**src/rtl/lsu_byte_master.sv**
```systemverilog
// Load/store initiator: splits byte/half/word requests into little-endian byte beats on a
// byte-wide memory port, reassembles and extends load data, rejects illegal/misaligned ops.
module lsu_byte_master #(
  parameter int RD_LAT      = 0,
  parameter bit CHECK_ALIGN = 1'b1
) (
  input  logic        clk,
  input  logic        rst_n,
  input  logic        req_valid,
  output logic        req_ready,
  input  logic        req_we,
  input  logic [2:0]  req_op,
  input  logic        req_signo,
  input  logic [31:0] req_addr,
  input  logic [31:0] req_wdata,
  output logic        rsp_valid,
  output logic        rsp_err,
  output logic [31:0] rsp_rdata,
  output logic        mem_we,
  output logic [31:0] mem_addr,
  output logic [7:0]  mem_din,
  input  logic [7:0]  mem_dout
);

  typedef enum logic [1:0] {IDLE, BEAT, WAIT, RESP} state_t;

  state_t      state, state_nx;
  logic        we_q, signo_q, err_q, pend;
  logic [1:0]  nb_q, idx, pidx, idx_n, samp_idx;
  logic [31:0] wdata_q, lanes, asm_d, ext_d;
  logic        accept, legal, req_err, last, samp_en;

  always_comb begin
    legal   = (req_op == 3'b001) || (req_op == 3'b010) || (req_op == 3'b100);
    req_err = !legal || (CHECK_ALIGN && ((req_op == 3'b010 && req_addr[0]) ||
                                         (req_op == 3'b100 && req_addr[1:0] != 2'b00)));
  end

  assign last  = (idx == nb_q);
  assign idx_n = idx + 2'd1;

  always_comb begin
    state_nx  = state;
    req_ready = 1'b0;
    rsp_valid = 1'b0;
    rsp_err   = 1'b0;
    accept    = 1'b0;
    case (state)
      IDLE: begin
        req_ready = 1'b1;
        accept    = req_valid;
        if (req_valid) state_nx = req_err ? RESP : BEAT;
      end
      BEAT: if (last) state_nx = (!we_q && RD_LAT == 1) ? WAIT : RESP;
      WAIT: state_nx = RESP;
      RESP: begin
        rsp_valid = 1'b1;
        rsp_err   = err_q;
        state_nx  = IDLE;
      end
      default: state_nx = IDLE;
    endcase
  end

  // With RD_LAT=1 the byte returned now belongs to the previous cycle's address beat.
  always_comb begin
    if (RD_LAT == 1) begin
      samp_en  = pend;
      samp_idx = pidx;
    end else begin
      samp_en  = (state == BEAT) && !we_q;
      samp_idx = idx;
    end
    asm_d = lanes;
    if (samp_en) asm_d[{samp_idx, 3'b000} +: 8] = mem_dout;
    case (nb_q)
      2'd0:    ext_d = {{24{signo_q & asm_d[7]}}, asm_d[7:0]};
      2'd1:    ext_d = {{16{signo_q & asm_d[15]}}, asm_d[15:0]};
      default: ext_d = asm_d;
    endcase
  end

  always_ff @(posedge clk) begin
    if (!rst_n) begin
      state     <= IDLE;
      we_q      <= 1'b0;
      signo_q   <= 1'b0;
      err_q     <= 1'b0;
      nb_q      <= 2'd0;
      wdata_q   <= 32'd0;
      idx       <= 2'd0;
      pend      <= 1'b0;
      pidx      <= 2'd0;
      lanes     <= 32'd0;
      rsp_rdata <= 32'd0;
      mem_we    <= 1'b0;
      mem_addr  <= 32'd0;
      mem_din   <= 8'd0;
    end else begin
      state <= state_nx;
      pend  <= (state == BEAT) && !we_q && (RD_LAT == 1);
      pidx  <= idx;
      if (samp_en) lanes <= asm_d;
      if (accept) begin
        we_q    <= req_we;
        signo_q <= req_signo;
        err_q   <= req_err;
        nb_q    <= (req_op == 3'b100) ? 2'd3 : (req_op == 3'b010) ? 2'd1 : 2'd0;
        wdata_q <= req_wdata;
        idx     <= 2'd0;
        lanes   <= 32'd0;
        // Rejected requests leave the memory port untouched.
        if (!req_err) begin
          mem_we   <= req_we;
          mem_addr <= req_addr;
          mem_din  <= req_wdata[7:0];
        end
      end
      if (state == BEAT) begin
        if (last) begin
          mem_we <= 1'b0;
        end else begin
          idx      <= idx_n;
          mem_addr <= mem_addr + 32'd1;
          mem_din  <= wdata_q[{idx_n, 3'b000} +: 8];
        end
      end
      if (!we_q && (state == BEAT || state == WAIT) && state_nx == RESP)
        rsp_rdata <= ext_d;
    end
  end

endmodule

```
**config.mk**
```make
export PLATFORM = sky130hd
export DESIGN_NAME = lsu_byte_master
export DESIGN_NICKNAME = d
export VERILOG_FILES = /design/src/rtl/lsu_byte_master.sv
export SDC_FILE = /design/constraint.sdc
export NUM_CORES = 1
export LEC_CHECK = 0
export CORE_MARGIN = 2
export CORE_UTILIZATION = 47
export DETAILED_ROUTE_END_ITERATION = 8
export PLACE_DENSITY = 0.74
export RECOVER_POWER = 50
export SYNTH_ARGS = -nofsm -noshare
export SYNTH_HDL_FRONTEND = slang
export SYNTH_SLANG_ARGS = --single-unit
```
**constraint.sdc**
```tcl
create_clock -name clk -period 4.1 [get_ports clk]
set_input_delay 0.615 -clock clk [delete_from_list [all_inputs] [get_ports clk]]
set_output_delay 0.615 -clock clk [all_outputs]
set_load 0.05 [all_outputs]
```
# Word-level counts from Yosys, hierarchy flattened
# Cells that the tools add are included.
# totals
regBits,146
input_bits,80
# op_classes
n_addsub,3
n_eq_ne,9
shift,3
muxes,28
bitwise_logic,3
n_reduce_logical,16
# ops
operator,n
$mux 32,5
$pmux 32 s2,1
$add 32x1->32 const B,1
$bwmux 32,1
$mux 8,4
$shift 8x7->32 const A,1
$shiftx 32x6->8,1
$shiftx 8x7->32,1
$mux 2,7
$mux 1,9
$pmux 2 s4,1
$neg 5->7,1
$eq 2x2->1 const B,3
$logic_and 1x1->1,5
$logic_or 1x1->1,5
$eq 2x1->1 const B,2
$logic_not 2->1,2
$eq 3x1->1 const B,1
$eq 3x2->1 const B,1
$eq 3x3->1 const B,1
$add 2x1->2 const B,1
$and 1x1->1,2
$eq 2x2->1,1
$logic_not 1->1,2
3 further kinds,3

# Logic depth before layout (Yosys ltp)
# Gate-level depths: netlist of the first run.
# logic_depth
depth_word,10
mapped_depth,11

# Worst setup path after synthesis of the first run
# No wires, ideal clock.
# synth_path
path_kind,reg-to-reg
from,reg idx[0]
to,reg rsp_rdata[30]
arrival_time_ns,2.773
setup_slack_ns,1.252
path_stages_with_launch,12
path_buffers,4
period_less_slack_ns,2.848
path_cell_list,dfxtp_1 -> buf_2 -> buf_1 -> inv_1 -> ha_1 -> clkbuf_1 -> nor3b_1 -> mux2i_1 -> nand3b_1 -> and3_1 -> buf_2 -> a22oi_2
# synth_via
elab_chain_len,6
# synth_lines
element,line,rtl
"start, declared",29,"logic [1:0] nb_q, idx, pidx, idx_n, samp_idx;"
"start signal, assigned",123,idx <= idx_n;
$neg 5->7,75,"if (samp_en) asm_d[{samp_idx, 3'b000} +: 8] = mem_dout;"
$shiftx 8x7->32 or $shift 8x7->32 (tied branches),75,
$bwmux 32,75,
$mux 32,75,
"$and 1x1->1, on equally long branches","78, 77",
$pmux 32 s2,76,case (nb_q)
"end signal, assigned",129,rsp_rdata <= ext_d;
"end, declared",18,"output logic [31:0] rsp_rdata,"
# Parallel ways exist; a longest one is shown, timed or not.
# A chain may end at the register's enable or synchronous reset.

# Final worst setup path of the first run
# layout_path
from,in req_op[0]
to,reg mem_addr[30]
# layout_via
elab_chain_len,9
# layout_lines
element,line,rtl
"start, declared",12,"input logic [2:0] req_op,"
$eq 3x1->1 or $eq 3x2->1 (tied branches),"34, 35",
$logic_or 1x1->1 (2 in a row),34,legal = (req_op == 3'b001) || (req_op == 3'b010) || (req_op == 3'b100);
$logic_not 1->1,35,req_err = !legal || (CHECK_ALIGN && ((req_op == 3'b010 && req_addr[0]) ||
$logic_or 1x1->1 (*),35,
$mux 32 (*),113,if (!req_err) begin
$mux 32 (*),104,if (accept) begin
$mux 32,120,if (last) begin
$mux 32 (*),119,if (state == BEAT) begin
"end signal, assigned",115,mem_addr <= req_addr;
"end signal, assigned",124,mem_addr <= mem_addr + 32'd1;
"end, declared",20,"output logic [31:0] mem_addr,"
# Mark *: on every way between the ends. The rest lies on a longest branch, timed or not.

==> results of run 1 <==
[cell usage in the layout (no fill, tap or decap), types with 5 or more instances in the layout]
cell type and n:
nor2_1 73, nor4_1 7, nand3_1 22, nor2b_1 13
a21oi_1 76, clkdlybuf4s50_1 85, a31oi_1 11, mux2i_1 16
o21ai_0 25, o211a_1 9, dfxtp_1 146, mux4_2 8
a211oi_1 8, o211ai_1 10, inv_1 12, and3_1 7
a2bb2oi_1 11, nand4_1 10, o221ai_1 7, nor3_1 5
nand2_1 113, clkbuf_16 17, a22oi_1 31, nand2b_1 11
ha_1 10, buf_4 11, dlygate4sd3_1 69
[path summary, 6_finish.rpt]
path,from,endpoint,cells after the start
hold / removal,rsp_rdata[16],rsp_rdata[16],2
setup / recovery,req_op[0],mem_addr[30],7
setup reg to reg,state[1],mem_addr[30],8
hold reg to reg,rsp_rdata[16],rsp_rdata[16],2
[metrics by stage]
stage	total power [mW]	utilization (%)	instances	hold WS [ps]	worst slack, ps
after floorplan	3.33	-	762	432	1250
after global placement	3.94	60.0	1057	440	985
after detailed placement	3.99	60.0	1057	450	897
after CTS	5.49	64.1	1087	458	1330
after global routing	5.66	64.1	1087	473	638
final	5.40	64.1	1087	454	883
[routing by layer]
layer | vias to the layer above | share of wire [%]
met2 | 286 | 48
li1 | 3050 | -
met1 | 2997 | 42
met5 | - | 0
met4 | 0 | 1.6
met3 | 35 | 7.7
[sequential cells by signal (all words and copies together) (netlist names), 2 cells and up]
register and cells:
lanes 32, state 2, mem_addr 32, nb_q 2
mem_din 8, wdata_q 32, rsp_rdata 32, idx 2
[cell type report]
type | count | area share, %
timing repair buffer | 168 | 18.6
sequential | 146 | 33.1
multi-input combinational | 550 | 38.8
clock inverter | 9 | 1.23
inverter | 13 | 0.553
tap | 180 | 2.55
clock buffer | 21 | 5.22
[report_power, final]
group,internal (mW),leakage [nW],total [mW],switching (mW)
sequential,1.68,1.19,1.86,0.179
clock,0.920,0.279,1.49,0.572
combinational,0.704,1.97,2.05,1.34
[worst register-to-register path, cell delays in order (launching register included)]
cell and delay (ps):
dfxtp_1 420, inv_1 90, ha_1 270, and2_0 260, o311ai_4 90, clkbuf_1 700
and2_0 740, o21ai_0 200, a31oi_1 190
[logic make-up (layout without fill, tap and decap cells)]
kind of cell | Yosys count | in the layout | share of synthesized area (%)
mux | 24 | 24 | 5.16
compound gates | 226 | 226 | 23.5
simple gates | 287 | 287 | 20.6
flops | 146 | 146 | 44.3
xor+xnor | 3 | 3 | 0.398
fa+ha+maj | 10 | 10 | 1.90
buf+inv | 66 | 211 | 4.04
==> flow_metrics.tcl, run 1 <==
set metrics [dict create \
    setup_viol 0 \
    cts_resized 0 \
    multi_input_area_um2 3420 \
    grt_overflow 0 \
    max-vdd-ir-drop_mv 0.489 \
    ys_top_cells_by_count "dfxtp_1 (146), nand2_1 (113), a21oi_1 (76)" \
    antenna_found_initial 0 \
    maxCapViolCount 1 \
    synth_edf_count 0 \
    crit_slowest_cell "and2_0" \
    avgSynthCellArea_um2 8.65 \
    ys_ff_latch 146 \
    rows 43 \
    r2r_slack_ps 1060 \
    cts_buffers 17 \
    netlist_instances 762 \
    insertion_delay_ps 420 \
    fill_cells 1202 \
    grt_util_met2_pct 41.9 \
    place_congestion 0.882 \
    clockBufferDepth 2 \
    clock_skew_ps 8.63 \
    timing.setup.tns_ps 0 \
    synthTopCellsByArea "dfxtp_1 (44%), nand2_1 (6.4%), a21oi_1 (5.8%)" \
    die_y_um 122 \
    cts.sinks 146 \
    drive_above_1_share_pct 7.17 \
    cts_setup_buffers 0 \
    wl_per_cell_um 17.2 \
    fin_area_um2 8820 \
    antenna_cells 0 \
    regArea_um2 2920 \
    critical-path-top-delay-family "buffers and inverters" \
    grt_pass1_wl_um 29500 \
    cts.reportedPaths.clkPinSlew_ps 60 \
    gr-usage-all-layers_pct 25.0 \
    placed_area_um2 8260 \
    wirelength_um 18700 \
    io_buffers 155 \
    ys_seq_area_share_pct 44.3 \
    yosysMostFrequentCell "dfxtp_1" \
    status "finished with violations" \
    ant_nets 0 \
    use_met3_pct 5.44 \
    worstMarginPinSlew_ps 1520 \
    die_area_um2 15000 \
    die_x_um 122 \
    hold_violations 0 \
    fp.coreArea_um2 13800 \
    ioPinCount 156 \
    vias_per_cell 5.86 \
    rsz0062_at_grt "false" \
    drtIter0Drc 729 \
    crit_type "in2reg" \
    finalCriticalPeriod_ps 3220 \
    max_freq_mhz 311 \
    crit_arrival_ps 3550 \
    cts_tree "yes" \
    syn_nets 852 \
    worst-path-buf-inv 2 \
    synth_top_area_share_pct 44.3 \
    startpoint_type "input pin" \
    first_pass_iters 6 \
    ys_async_sr_fraction_pct 0 \
    power.leakage_nw 3.44 \
    period_share_pct 78.5 \
    syn_area_um2 6600 \
    drc 0 \
    syn_to_final_growth_pct 33.8 \
    top_usage_layer "met2" \
    max_slew_margin_pct -1.07 \
    slew_violations 37 \
    cts-root-buf "clkbuf_16" \
    path_max_fanout 16 \
    dpl.hpwl_um 13000 \
    num_vias 6368 \
    grt_pass1_vias 5955 \
    grt_max_degree 55 \
    hold_buffers 0 \
    hp-class "reg2reg" \
    nNetsFinal 986 \
    violations "capacitance limit, slew limit" \
    initial_core_util_pct 47.9 \
    synthFlopType "dfxtp_1" \
    required_ps 4440 \
    p_per_area_nw_per_um2 612 \
    cts.htree.levels 4 \
    ys_types 64 \
    ys_warn_count 0 \
    worst_setup_path_end_kind "register" \
    crit_path_cell_trace "dlygate4sd3_1 -> nor2b_1 -> o311ai_4 -> clkbuf_1 -> and2_0 -> o21ai_0 -> a31oi_1" \
    synth.largest_area_cell "dfxtp_1" \
    slowest_delay_ps 740 \
    gr-usage-met1_pct 31.9 \
]
(Power assumes the default switching activity.)
==> run 2: changes to the inputs <==
--- a/config.mk
+++ b/config.mk
@@ -6,7 +6,7 @@
 export NUM_CORES = 1
 export LEC_CHECK = 0
 export CORE_MARGIN = 2
-export CORE_UTILIZATION = 47
+export CORE_UTILIZATION = 45
 export DETAILED_ROUTE_END_ITERATION = 8
 export PLACE_DENSITY = 0.74
 export RECOVER_POWER = 50
==> constraint.sdc (replaced) <==
create_clock -name clk -period 2.7 [get_ports clk]
set_input_delay 0.405 -clock clk [delete_from_list [all_inputs] [get_ports clk]]
set_output_delay 0.405 -clock clk [all_outputs]
set_load 0.05 [all_outputs]
==> flow_metrics.tcl, run 2 (synthesis gave the netlist of run 1 again) <==
set metrics [dict create \
    status "finished clean" \
    path_max_fanout 5 \
    grt_util_met2_pct 37.7 \
    dp_cells 1081 \
    crit_type "reg2out" \
    place_congestion 0.860 \
    vias_per_cell 5.63 \
    maxCapViolCount 0 \
    drc 0 \
    initial_core_util_pct 45.7 \
    rr_endpoint "rsp_rdata[24]" \
    die_y_um 125 \
    stdcell_count 1112 \
    period_share_pct 90.5 \
    multi_input_area_um2 3420 \
    power.total_mw 8.33 \
    hold_end "mem_addr[14]" \
    startpoint_type "register" \
    cts_setup_buffers 0 \
    insertion_delay_ps 420 \
    hold_buffers 0 \
    fp.coreArea_um2 14400 \
    nNetsFinal 1006 \
    layout_commonest_cell "dfxtp_1" \
    die_area_um2 15600 \
    drive_above_1_share_pct 9.27 \
    wl_per_cell_um 16.4 \
    grt_overflow 0 \
    cts_buffers 17 \
    top_usage_layer "met2" \
    min_from "rst_n" \
    syn_to_final_growth_pct 36.6 \
    crit_arrival_ps 2040 \
    crit_path_cell_trace "ha_1 -> and2_1 -> clkdlybuf4s50_1" \
    cts.htree.levels 4 \
    io_buffers 155 \
    clock_skew_ps 9.26 \
    rows 44 \
    cts-root-buf "clkbuf_16" \
    r2r_cells 7 \
    antenna_cells 0 \
    slowest_delay_ps 820 \
    num_vias 6264 \
    die_x_um 125 \
    hold_violations 0 \
    max-vdd-ir-drop_mv 0.796 \
    cts.reportedPaths.clkPinSlew_ps 60 \
    clockBufferDepth 2 \
    worst-path-buf-inv 1 \
    rr_startpoint "idx[0]" \
    slew_violations 0 \
    use_met3_pct 5.01 \
    ioPinCount 156 \
    grt_pass1_vias 5914 \
    fill_cells 1265 \
    hold_depth 3 \
    cts.sinks 146 \
    required_ps 2300 \
    dpl.hpwl_um 12600 \
    worstMarginPinSlew_ps 786 \
    hp-class "in2reg" \
    crit_slowest_cell "clkdlybuf4s50_1" \
    finalCriticalPeriod_ps 2440 \
    max_freq_mhz 409 \
    antenna_found_initial 0 \
    grt_pass1_wl_um 30100 \
    p_per_area_nw_per_um2 925 \
    max_slew_margin_pct 47.6 \
    mostFrequentLayoutCells "dfxtp_1 (146), nand2_1 (113), clkdlybuf4s50_1 (96), a21oi_1 (76), nor2_1 (73)" \
    cts_tree "yes" \
    first_pass_iters 5 \
    cts_resized 0 \
    drtIter0Drc 527 \
    worst_setup_path_end_kind "output port" \
    timing.setup.tns_ps 0 \
    setup_viol 0 \
    r2r_slack_ps 300 \
    ant_nets 0 \
    power.leakage_nw 3.50 \
    gr-usage-met1_pct 31.6 \
    grt_max_degree 55 \
    gr-usage-all-layers_pct 23.5 \
    regArea_um2 2920 \
    wirelength_um 18200 \
    critical-path-top-delay-family "buffers and inverters" \
    rsz0062_at_grt "false" \
]
run 2: cell count changes in the layout (fill, tap and decap cells not counted), sizes merged:
cell           before  now
buf                12   29
clkbuf             23   28
clkdlybuf4s50      85   96
clkinv              6    2
clkinvlp            1    3
dlygate4sd3        69   58
inv                13   14
run 2: power by group:
part / internal, mW / switching [mW] / total, mW / leakage [nW]
Clock: 1.45 / 0.892 / 2.34 / 0.282
Combinational: 1.12 / 2.04 / 3.16 / 2.03
Sequential: 2.56 / 0.266 / 2.82 / 1.19
run 2: worst max path at each step:
stage | from | to | cells past startpoint
after floorplan | idx[0] | rsp_rdata[30] | 11
after global placement | req_op[0] | rsp_rdata[27] | 6
after detailed placement | req_op[0] | rsp_rdata[24] | 6
after CTS | state[1] | rsp_err | 3
after global routing | state[1] | rsp_rdata[26] | 7
final | state[1] | rsp_err | 3
run 2: metrics by stage:
stage	utilization, %	setup WS (ps)	hold WS [ps]	area (µm²)
after floorplan	-	94.0	432	6600
after global placement	58.4	57.4	440	8430
after detailed placement	58.4	32.6	445	8430
after CTS	62.5	243	339	9020
after global routing	62.4	29.1	369	9010
final	62.4	256	357	9010
run 2: cell type report:
class	count	area share, %
Inverter	13	0.542
Sequential cell	146	32.5
Clock inverter	8	1.13
Tap cell	184	2.56
Timing Repair Buffer	188	19.9
Clock buffer	23	5.42
Multi-Input combinational cell	550	38.0
run 2: layer usage:
layer  part of all wire, %  wire length, µm  vias up
li1                      -                -     3085
met1                    46             8460     2938
met2                    46             8430      222
met3                   5.5             1010       19
met4                   1.7              314        0
met5                     0                0        -
run 2: worst min-delay path: stages:
cell     delay (ps)
buf_2           100
inv_2           110
a21oi_1         130
==> run 3: changes to the inputs <==
--- a/config.mk
+++ b/config.mk
@@ -10,6 +10,7 @@
 export DETAILED_ROUTE_END_ITERATION = 8
 export PLACE_DENSITY = 0.74
 export RECOVER_POWER = 50
+export SKIP_CTS_REPAIR_TIMING = 1
 export SYNTH_ARGS = -nofsm -noshare
 export SYNTH_HDL_FRONTEND = slang
 export SYNTH_SLANG_ARGS = --single-unit
==> results of run 3 <==
Same layout as run 2: the final DEF is identical, and so are final timing and power.
